===== src/rtl/id_ex_stage_pkg.sv =====
// Shared constants for the ID/EX stage: default widths, control-word bit indices, FSM encoding.
package id_ex_stage_pkg;

    localparam int DEF_PROC_BITS      = 32;
    localparam int DEF_REG_ADDRS_BITS = 5;
    localparam int DEF_CTRL_BITS      = 12;

    localparam int CTRL_MEM_READ  = 0;
    localparam int CTRL_USES_RT   = 1;
    localparam int CTRL_IMM_ZEXT  = 2;
    localparam int CTRL_REG_WRITE = 3;

    typedef enum logic {
        ID_RUN   = 1'b0,
        ID_STALL = 1'b1
    } id_state_e;

endpackage


===== src/rtl/id_ex_stage_if.sv =====
// ID-side inputs and EX-side outputs of the ID/EX stage, grouped as one bus.
interface id_ex_stage_if #(
    parameter int PROC_BITS      = 32,
    parameter int REG_ADDRS_BITS = 5,
    parameter int CTRL_BITS      = 12
);
    logic                      i_enable;
    logic                      i_valid;
    logic [31:0]               i_instruction;
    logic [31:0]               i_pc_next;
    logic [CTRL_BITS-1:0]      i_ctrl;
    logic [PROC_BITS-1:0]      i_read_data_1;
    logic [PROC_BITS-1:0]      i_read_data_2;
    logic                      i_flush;
    logic [REG_ADDRS_BITS-1:0] o_read_register_1;
    logic [REG_ADDRS_BITS-1:0] o_read_register_2;
    logic                      o_stall;
    logic                      o_ex_valid;
    logic [31:0]               o_ex_pc_next;
    logic [PROC_BITS-1:0]      o_ex_data_1;
    logic [PROC_BITS-1:0]      o_ex_data_2;
    logic [PROC_BITS-1:0]      o_ex_imm;
    logic [REG_ADDRS_BITS-1:0] o_ex_rs;
    logic [REG_ADDRS_BITS-1:0] o_ex_rt;
    logic [REG_ADDRS_BITS-1:0] o_ex_rd;
    logic [4:0]                o_ex_shamt;
    logic [CTRL_BITS-1:0]      o_ex_ctrl;

    modport slave (
        input  i_enable, i_valid, i_instruction, i_pc_next, i_ctrl,
               i_read_data_1, i_read_data_2, i_flush,
        output o_read_register_1, o_read_register_2, o_stall, o_ex_valid,
               o_ex_pc_next, o_ex_data_1, o_ex_data_2, o_ex_imm,
               o_ex_rs, o_ex_rt, o_ex_rd, o_ex_shamt, o_ex_ctrl
    );

    modport master (
        output i_enable, i_valid, i_instruction, i_pc_next, i_ctrl,
               i_read_data_1, i_read_data_2, i_flush,
        input  o_read_register_1, o_read_register_2, o_stall, o_ex_valid,
               o_ex_pc_next, o_ex_data_1, o_ex_data_2, o_ex_imm,
               o_ex_rs, o_ex_rt, o_ex_rd, o_ex_shamt, o_ex_ctrl
    );
endinterface


===== src/rtl/id_ex_stage_hazard_detector.sv =====
// Load-use hazard term and the RUN/STALL register that limits each hazard to one bubble.
//   state    | meaning
//   ID_RUN   | normal issue; a load-use hazard raises stall and inserts a bubble
//   ID_STALL | bubble is in EX, load result now forwardable; issue normally
module id_ex_stage_hazard_detector
    import id_ex_stage_pkg::*;
#(
    parameter int REG_ADDRS_BITS = DEF_REG_ADDRS_BITS
) (
    input  logic                      clk,
    input  logic                      rst_n,
    input  logic                      enable,
    input  logic                      flush,
    input  logic                      ex_valid,
    input  logic                      ex_mem_read,
    input  logic [REG_ADDRS_BITS-1:0] ex_rt,
    input  logic                      id_valid,
    input  logic [REG_ADDRS_BITS-1:0] id_rs,
    input  logic [REG_ADDRS_BITS-1:0] id_rt,
    input  logic                      id_uses_rt,
    output logic                      stall
);
    id_state_e state;
    logic      hazard;

    always_comb begin
        hazard = ex_valid && ex_mem_read && id_valid && (ex_rt != '0) &&
                 ((ex_rt == id_rs) || ((ex_rt == id_rt) && id_uses_rt));
        stall  = enable && (state == ID_RUN) && hazard && !flush;
    end

    always_ff @(posedge clk or negedge rst_n) begin
        if (!rst_n) begin
            state <= ID_RUN;
        end else if (enable) begin
            if (flush)
                state <= ID_RUN;
            else if ((state == ID_RUN) && hazard)
                state <= ID_STALL;
            else
                state <= ID_RUN;
        end
    end
endmodule


===== src/rtl/id_ex_stage.sv =====
// ID/EX pipeline boundary: latches operands, immediate and control, inserts load-use bubbles.
// Load-use stalling is built only when ID_EX_LOAD_USE_STALL_EN is defined.
module id_ex_stage
    import id_ex_stage_pkg::*;
#(
    parameter int PROC_BITS      = DEF_PROC_BITS,
    parameter int REG_ADDRS_BITS = DEF_REG_ADDRS_BITS,
    parameter int CTRL_BITS      = DEF_CTRL_BITS
) (
    input  logic          clk,
    input  logic          i_rst_n,
    id_ex_stage_if.slave  bus
);
    logic [15:0]               imm_field;
    logic [PROC_BITS-1:0]      imm_ext;
    logic                      stall;
    logic                      bubble;
    logic                      ex_valid;
    logic [31:0]               ex_pc_next;
    logic [PROC_BITS-1:0]      ex_data_1;
    logic [PROC_BITS-1:0]      ex_data_2;
    logic [PROC_BITS-1:0]      ex_imm;
    logic [REG_ADDRS_BITS-1:0] ex_rs;
    logic [REG_ADDRS_BITS-1:0] ex_rt;
    logic [REG_ADDRS_BITS-1:0] ex_rd;
    logic [4:0]                ex_shamt;
    logic [CTRL_BITS-1:0]      ex_ctrl;
    logic                      unused_opcode;

    assign imm_field     = bus.i_instruction[15:0];
    assign unused_opcode = ^bus.i_instruction[31:26];

    always_comb begin
        if (bus.i_ctrl[CTRL_IMM_ZEXT])
            imm_ext = {{(PROC_BITS-16){1'b0}}, imm_field};
        else
            imm_ext = {{(PROC_BITS-16){imm_field[15]}}, imm_field};
    end

    assign bus.o_read_register_1 = bus.i_instruction[25:21];
    assign bus.o_read_register_2 = bus.i_instruction[20:16];

`ifdef ID_EX_LOAD_USE_STALL_EN
    id_ex_stage_hazard_detector #(
        .REG_ADDRS_BITS (REG_ADDRS_BITS)
    ) u_hazard (
        .clk         (clk),
        .rst_n       (i_rst_n),
        .enable      (bus.i_enable),
        .flush       (bus.i_flush),
        .ex_valid    (ex_valid),
        .ex_mem_read (ex_ctrl[CTRL_MEM_READ]),
        .ex_rt       (ex_rt),
        .id_valid    (bus.i_valid),
        .id_rs       (bus.i_instruction[25:21]),
        .id_rt       (bus.i_instruction[20:16]),
        .id_uses_rt  (bus.i_ctrl[CTRL_USES_RT]),
        .stall       (stall)
    );
`else
    // Without interlock the toolchain is responsible for load-delay NOPs.
    assign stall = 1'b0;
`endif

    assign bubble = bus.i_flush || stall;

    // Datapath fields follow the inputs even on a bubble; only valid/ctrl mark it dead.
    always_ff @(posedge clk or negedge i_rst_n) begin
        if (!i_rst_n) begin
            ex_valid   <= 1'b0;
            ex_pc_next <= '0;
            ex_data_1  <= '0;
            ex_data_2  <= '0;
            ex_imm     <= '0;
            ex_rs      <= '0;
            ex_rt      <= '0;
            ex_rd      <= '0;
            ex_shamt   <= '0;
            ex_ctrl    <= '0;
        end else if (bus.i_enable) begin
            ex_pc_next <= bus.i_pc_next;
            ex_data_1  <= bus.i_read_data_1;
            ex_data_2  <= bus.i_read_data_2;
            ex_imm     <= imm_ext;
            ex_rs      <= bus.i_instruction[25:21];
            ex_rt      <= bus.i_instruction[20:16];
            ex_rd      <= bus.i_instruction[15:11];
            ex_shamt   <= bus.i_instruction[10:6];
            if (bubble) begin
                ex_valid <= 1'b0;
                ex_ctrl  <= '0;
            end else begin
                ex_valid <= bus.i_valid;
                ex_ctrl  <= bus.i_valid ? bus.i_ctrl : '0;
            end
        end
    end

    assign bus.o_stall      = stall;
    assign bus.o_ex_valid   = ex_valid;
    assign bus.o_ex_pc_next = ex_pc_next;
    assign bus.o_ex_data_1  = ex_data_1;
    assign bus.o_ex_data_2  = ex_data_2;
    assign bus.o_ex_imm     = ex_imm;
    assign bus.o_ex_rs      = ex_rs;
    assign bus.o_ex_rt      = ex_rt;
    assign bus.o_ex_rd      = ex_rd;
    assign bus.o_ex_shamt   = ex_shamt;
    assign bus.o_ex_ctrl    = ex_ctrl;
endmodule

===== src/flat_wrapper.sv =====
// flat-port wrapper written by rule: the top's interface ports become plain ports
module id_ex_stage_flat import id_ex_stage_pkg::*;
#(
    parameter int PROC_BITS      = DEF_PROC_BITS,
    parameter int REG_ADDRS_BITS = DEF_REG_ADDRS_BITS,
    parameter int CTRL_BITS      = DEF_CTRL_BITS
)
  (clk, i_rst_n, bus_i_enable, bus_i_valid, bus_i_instruction, bus_i_pc_next, bus_i_ctrl, bus_i_read_data_1, bus_i_read_data_2, bus_i_flush, bus_o_read_register_1, bus_o_read_register_2, bus_o_stall, bus_o_ex_valid, bus_o_ex_pc_next, bus_o_ex_data_1, bus_o_ex_data_2, bus_o_ex_imm, bus_o_ex_rs, bus_o_ex_rt, bus_o_ex_rd, bus_o_ex_shamt, bus_o_ex_ctrl);
  id_ex_stage_if #(.PROC_BITS(PROC_BITS), .REG_ADDRS_BITS(REG_ADDRS_BITS), .CTRL_BITS(CTRL_BITS)) bus_i ();
  input  logic clk;
  input  logic i_rst_n;
  input wire logic [$bits(bus_i.i_enable)-1:0] bus_i_enable;
  input wire logic [$bits(bus_i.i_valid)-1:0] bus_i_valid;
  input wire logic [$bits(bus_i.i_instruction)-1:0] bus_i_instruction;
  input wire logic [$bits(bus_i.i_pc_next)-1:0] bus_i_pc_next;
  input wire logic [$bits(bus_i.i_ctrl)-1:0] bus_i_ctrl;
  input wire logic [$bits(bus_i.i_read_data_1)-1:0] bus_i_read_data_1;
  input wire logic [$bits(bus_i.i_read_data_2)-1:0] bus_i_read_data_2;
  input wire logic [$bits(bus_i.i_flush)-1:0] bus_i_flush;
  output wire logic [$bits(bus_i.o_read_register_1)-1:0] bus_o_read_register_1;
  output wire logic [$bits(bus_i.o_read_register_2)-1:0] bus_o_read_register_2;
  output wire logic [$bits(bus_i.o_stall)-1:0] bus_o_stall;
  output wire logic [$bits(bus_i.o_ex_valid)-1:0] bus_o_ex_valid;
  output wire logic [$bits(bus_i.o_ex_pc_next)-1:0] bus_o_ex_pc_next;
  output wire logic [$bits(bus_i.o_ex_data_1)-1:0] bus_o_ex_data_1;
  output wire logic [$bits(bus_i.o_ex_data_2)-1:0] bus_o_ex_data_2;
  output wire logic [$bits(bus_i.o_ex_imm)-1:0] bus_o_ex_imm;
  output wire logic [$bits(bus_i.o_ex_rs)-1:0] bus_o_ex_rs;
  output wire logic [$bits(bus_i.o_ex_rt)-1:0] bus_o_ex_rt;
  output wire logic [$bits(bus_i.o_ex_rd)-1:0] bus_o_ex_rd;
  output wire logic [$bits(bus_i.o_ex_shamt)-1:0] bus_o_ex_shamt;
  output wire logic [$bits(bus_i.o_ex_ctrl)-1:0] bus_o_ex_ctrl;
  assign bus_i.i_enable = bus_i_enable;
  assign bus_i.i_valid = bus_i_valid;
  assign bus_i.i_instruction = bus_i_instruction;
  assign bus_i.i_pc_next = bus_i_pc_next;
  assign bus_i.i_ctrl = bus_i_ctrl;
  assign bus_i.i_read_data_1 = bus_i_read_data_1;
  assign bus_i.i_read_data_2 = bus_i_read_data_2;
  assign bus_i.i_flush = bus_i_flush;
  assign bus_o_read_register_1 = bus_i.o_read_register_1;
  assign bus_o_read_register_2 = bus_i.o_read_register_2;
  assign bus_o_stall = bus_i.o_stall;
  assign bus_o_ex_valid = bus_i.o_ex_valid;
  assign bus_o_ex_pc_next = bus_i.o_ex_pc_next;
  assign bus_o_ex_data_1 = bus_i.o_ex_data_1;
  assign bus_o_ex_data_2 = bus_i.o_ex_data_2;
  assign bus_o_ex_imm = bus_i.o_ex_imm;
  assign bus_o_ex_rs = bus_i.o_ex_rs;
  assign bus_o_ex_rt = bus_i.o_ex_rt;
  assign bus_o_ex_rd = bus_i.o_ex_rd;
  assign bus_o_ex_shamt = bus_i.o_ex_shamt;
  assign bus_o_ex_ctrl = bus_i.o_ex_ctrl;
  id_ex_stage #(.PROC_BITS(PROC_BITS), .REG_ADDRS_BITS(REG_ADDRS_BITS), .CTRL_BITS(CTRL_BITS)) u_core (.clk(clk), .i_rst_n(i_rst_n), .bus(bus_i));
endmodule

===== config.mk =====
export PLATFORM = sky130hd
export DESIGN_NAME = id_ex_stage_flat
export DESIGN_NICKNAME = d
export VERILOG_FILES = /design/src/rtl/id_ex_stage_pkg.sv /design/src/rtl/id_ex_stage_if.sv /design/src/rtl/id_ex_stage_hazard_detector.sv /design/src/rtl/id_ex_stage.sv /design/src/flat_wrapper.sv
export SDC_FILE = /design/constraint.sdc
export NUM_CORES = 1
export LEC_CHECK = 0
export ABC_AREA = 1
export BUFFER_PORTS_ARGS = -buffer_cell sky130_fd_sc_hd__buf_2
export CELL_PAD_IN_SITES_DETAIL_PLACEMENT = 1
export CELL_PAD_IN_SITES_GLOBAL_PLACEMENT = 2
export CORE_MARGIN = 2
export CORE_UTILIZATION = 23
export DETAILED_ROUTE_END_ITERATION = 7
export GPL_ROUTABILITY_DRIVEN = 0
export MAX_ROUTING_LAYER = met4
export PLACE_DENSITY = 0.9
export REMOVE_ABC_BUFFERS = 1
export SYNTH_ARGS = -nofsm -noshare
export SYNTH_HDL_FRONTEND = slang
export SYNTH_SLANG_ARGS = --single-unit

===== constraint.sdc =====
create_clock -name clk -period 1.1 [get_ports clk]
set_input_delay 0.055 -clock clk [delete_from_list [all_inputs] [get_ports clk]]
set_output_delay 0.055 -clock clk [all_outputs]
set_load 0.01 [all_outputs]

==> results.py <==
metrics = {
    "status": {
        "status": "finished with violations",
        "violations": "negative hold slack, negative setup slack",
    },
    "synth": {
        "yosysUniqueCellTypes": 13,
        "synth-async-reset-ratio_pct": 100,
        "ys.flop_type": "dfrtp_1",
        "synth_top_cell_area_share_pct": 62.7,
        "yosysTopAreaCell": "dfrtp_1",
        "synth_most_common_cell": "nand2_1",
        "yosys-top-cells-area": "dfrtp_1 (63%), nand2_1 (27%), buf_4 (6.0%)",
        "synth-edff-count": 0,
        "syn_inst": 613,
        "yosys-top-cells-count": "nand2_1 (393), dfrtp_1 (136), buf_4 (43)",
        "ys.warnings.count": 0,
        "postSynthAreaPerCell_um2": 8.85,
        "synth-seq-cells": 136,
        "synthesis.area_um2": 5420,
        "synth_seq_area_share_pct": 62.7,
    },
    "sta": {
        "period_share_pct": 106,
        "hold-worst-slack_ps": -7.88,
        "finClkSkew_ps": 0,
        "fin_ws_ps": -64.6,
        "final_max_slew_viol_count": 0,
        "fmax_mhz": 859,
        "rsz0062_at_grt": "yes",
        "finalSetupViolations": 16,
        "period_needed_ps": 1160,
        "setup-tns-final_ps": -927,
        "hold_viol_final": 1,
    },
    "finish": {
        "register_area_um2": 3400,
        "nets": 1168,
        "area_growth_pct": 67.5,
        "fin_cells": 1355,
        "multi_input_area_um2": 1560,
        "drive_above_1_share_pct": 34.4,
        "fillerInstances": 2778,
        "diodes": 0,
    },
    "clock_tree": {
        "cts_max_level": 4,
        "cts_tree": "built",
        "cts.clk_slew.worst_paths_ps": 60,
        "root_buffer": "clkbuf_16",
        "clock-sinks": 136,
        "clk_latency_ps": 410,
        "cts_buffers": 17,
        "clockBufferDepth": 2,
    },
    "grt": {
        "antenna_found_initial": 0,
        "grt_pass1_wl_um": 31100,
        "grt_pass1_vias": 5985,
        "grt_usage_pct": 16.7,
        "grt_max_degree": 52,
        "grt-ovfl-total": 0,
    },
    "critical_path": {
        "end_kind": "primary output",
        "crit_type": "register to primary output",
        "startpoint": "u_core.bus.o_ex_imm[30]",
        "worstPathArrival_ps": 1110,
        "r2r_start": "u_core.bus.o_ex_imm[30]",
        "crit_path_start_kind": "register",
        "crit_path_max_fanout": 9,
        "critPathRequiredTime_ps": 1040,
    },
    "placement": {
        "port_buffers": 309,
        "place_inst": 1185,
        "dp_hpwl_um": 12300,
    },
    "min_path": {
        "min_from": "bus_i_enable",
        "min_path_type": "input port to register",
    },
    "routing": {
        "vias": 5530,
        "drt_pre_antenna_iters": 4,
        "finalWirelength_um": 20300,
        "ant_nets": 0,
        "wl_per_cell_um": 15.0,
        "avgViaCountPerCell": 4.08,
        "route.detailed.drc": 0,
        "drt_first_iter_violations": 267,
    },
    "die": {
        "row_count": 56,
        "chipWidth_um": 158,
        "start_util_pct": 23.2,
        "die-height_um": 158,
        "die_area_um2": 24800,
        "ios": 317,
        "core_area_um2": 23300,
    },
    "flow_run": {
        "maxCapViolCount": 0,
    },
    "pwr": {
        "vdd.ir_drop.worst_mv": 0.780,
        "powerDensity_nw_per_um2": 1500,
        "leakage_nw": 5.09,
    },
}
## sequential cells by signal, indices dropped and copies added (netlist names)
name	cells
u_core.bus.o_ex_pc_next	32
u_core.bus.o_ex_rs	5
u_core.bus.o_ex_rd	4
u_core.bus.o_ex_imm	9
u_core.bus.o_ex_data_1	32
u_core.bus.o_ex_ctrl	12
u_core.bus.o_ex_rt	5
u_core.bus.o_ex_data_2	32
u_core.bus.o_ex_valid	1
u_core.bus.o_ex_shamt	4
## area by class of cell
type,count,area share [%]
clock buffers,20,5.03
clock inverters,12,1.25
inverters,2,0.110
multi-input cells,408,17.2
flip-flops and latches,136,37.5
well taps,319,4.39
repair buffers,458,34.5
## routing by layer
layer / track usage (%) / wire length [um] / up-vias
met5: - / 0 / -
met4: 5.41 / 376 / 0
met3: 4.32 / 1200 / 28
met2: 30.3 / 10600 / 196
met1: 17.8 / 8060 / 2663
li1: - / - / 2643
## power breakdown
part | switching (mW) | internal, mW | total [mW] | leakage (nW)
Clock | 2.36 | 3.26 | 5.62 | 0.270
Combinational | 1.25 | 1.12 | 2.37 | 3.15
Sequential | 0.232 | 5.43 | 5.66 | 1.67
## metrics by stage
stage / power [mW] / area [um2] / utilization [%] / setup WS, ps
global route: 14.4 / 9090 / 38.9 / -113
detailed placement: 7.68 / 7110 / 30.5 / 208
floorplan: 6.43 / 4980 / - / -430
CTS: 13.8 / 9080 / 38.9 / -77.9
finish: 13.6 / 9090 / 38.9 / -64.6
global placement: 7.63 / 7110 / 30.5 / 254
## timing repair
item / CTS / global route
gates resized for setup: 5 / 2
hold endpoints to repair: 271 / 0
setup buffers: 3 / 0
hold buffers: 136 / 0
pin swaps: 0 / 0
endpoints found under the setup margin: 16 / 17
## path summary, 6_finish.rpt
check	end	slack, ps	cells past startpoint
max in group asynchronous	u_core.bus.o_ex_pc_next[19]	460	3
worst max-delay path	bus_o_ex_imm[22]	-60	2
worst max register to register	u_core.bus.o_ex_imm[30]	170	4
min in group asynchronous	u_core.bus.o_ex_rt[1]	90	2
worst min register to register	u_core.bus.o_ex_data_1[21]	460	2
worst min-delay path	u_core.bus.o_ex_ctrl[1]	-8	3
## layout by cell type, fill, tap and decap left out
cell and n:
buf_12 8, buf_2 304, buf_4 5, buf_6 6, bufinv_16 1, clkbuf_1 1
clkbuf_16 17, clkbuf_8 2, clkinv_2 2, clkinv_4 1, clkinvlp_4 4, conb_1 1
dfrtp_1 135, dfrtp_2 1, dlygate4sd3_1 135, inv_1 1, inv_4 1, inv_6 4
nand2_1 393, nand3_1 1, nand4_1 12, o21ai_0 1
## worst max-delay path, cell delays in order, from the launching register on
cell     delay, ps
dfrtp_2        410
buf_6          140
buf_2          140
## cell families (layout without fill, tap and decap cells)
kind of cell    Yosys count  count (layout)  synth area share [%]
other cells               1               1                0.0691
buf+inv                  69             492                  8.42
compound gates            1               1                0.0922
flops                   136             136                  62.7
simple gates            406             406                  28.7
No activity file was read; power rests on OpenSTA's default activity.
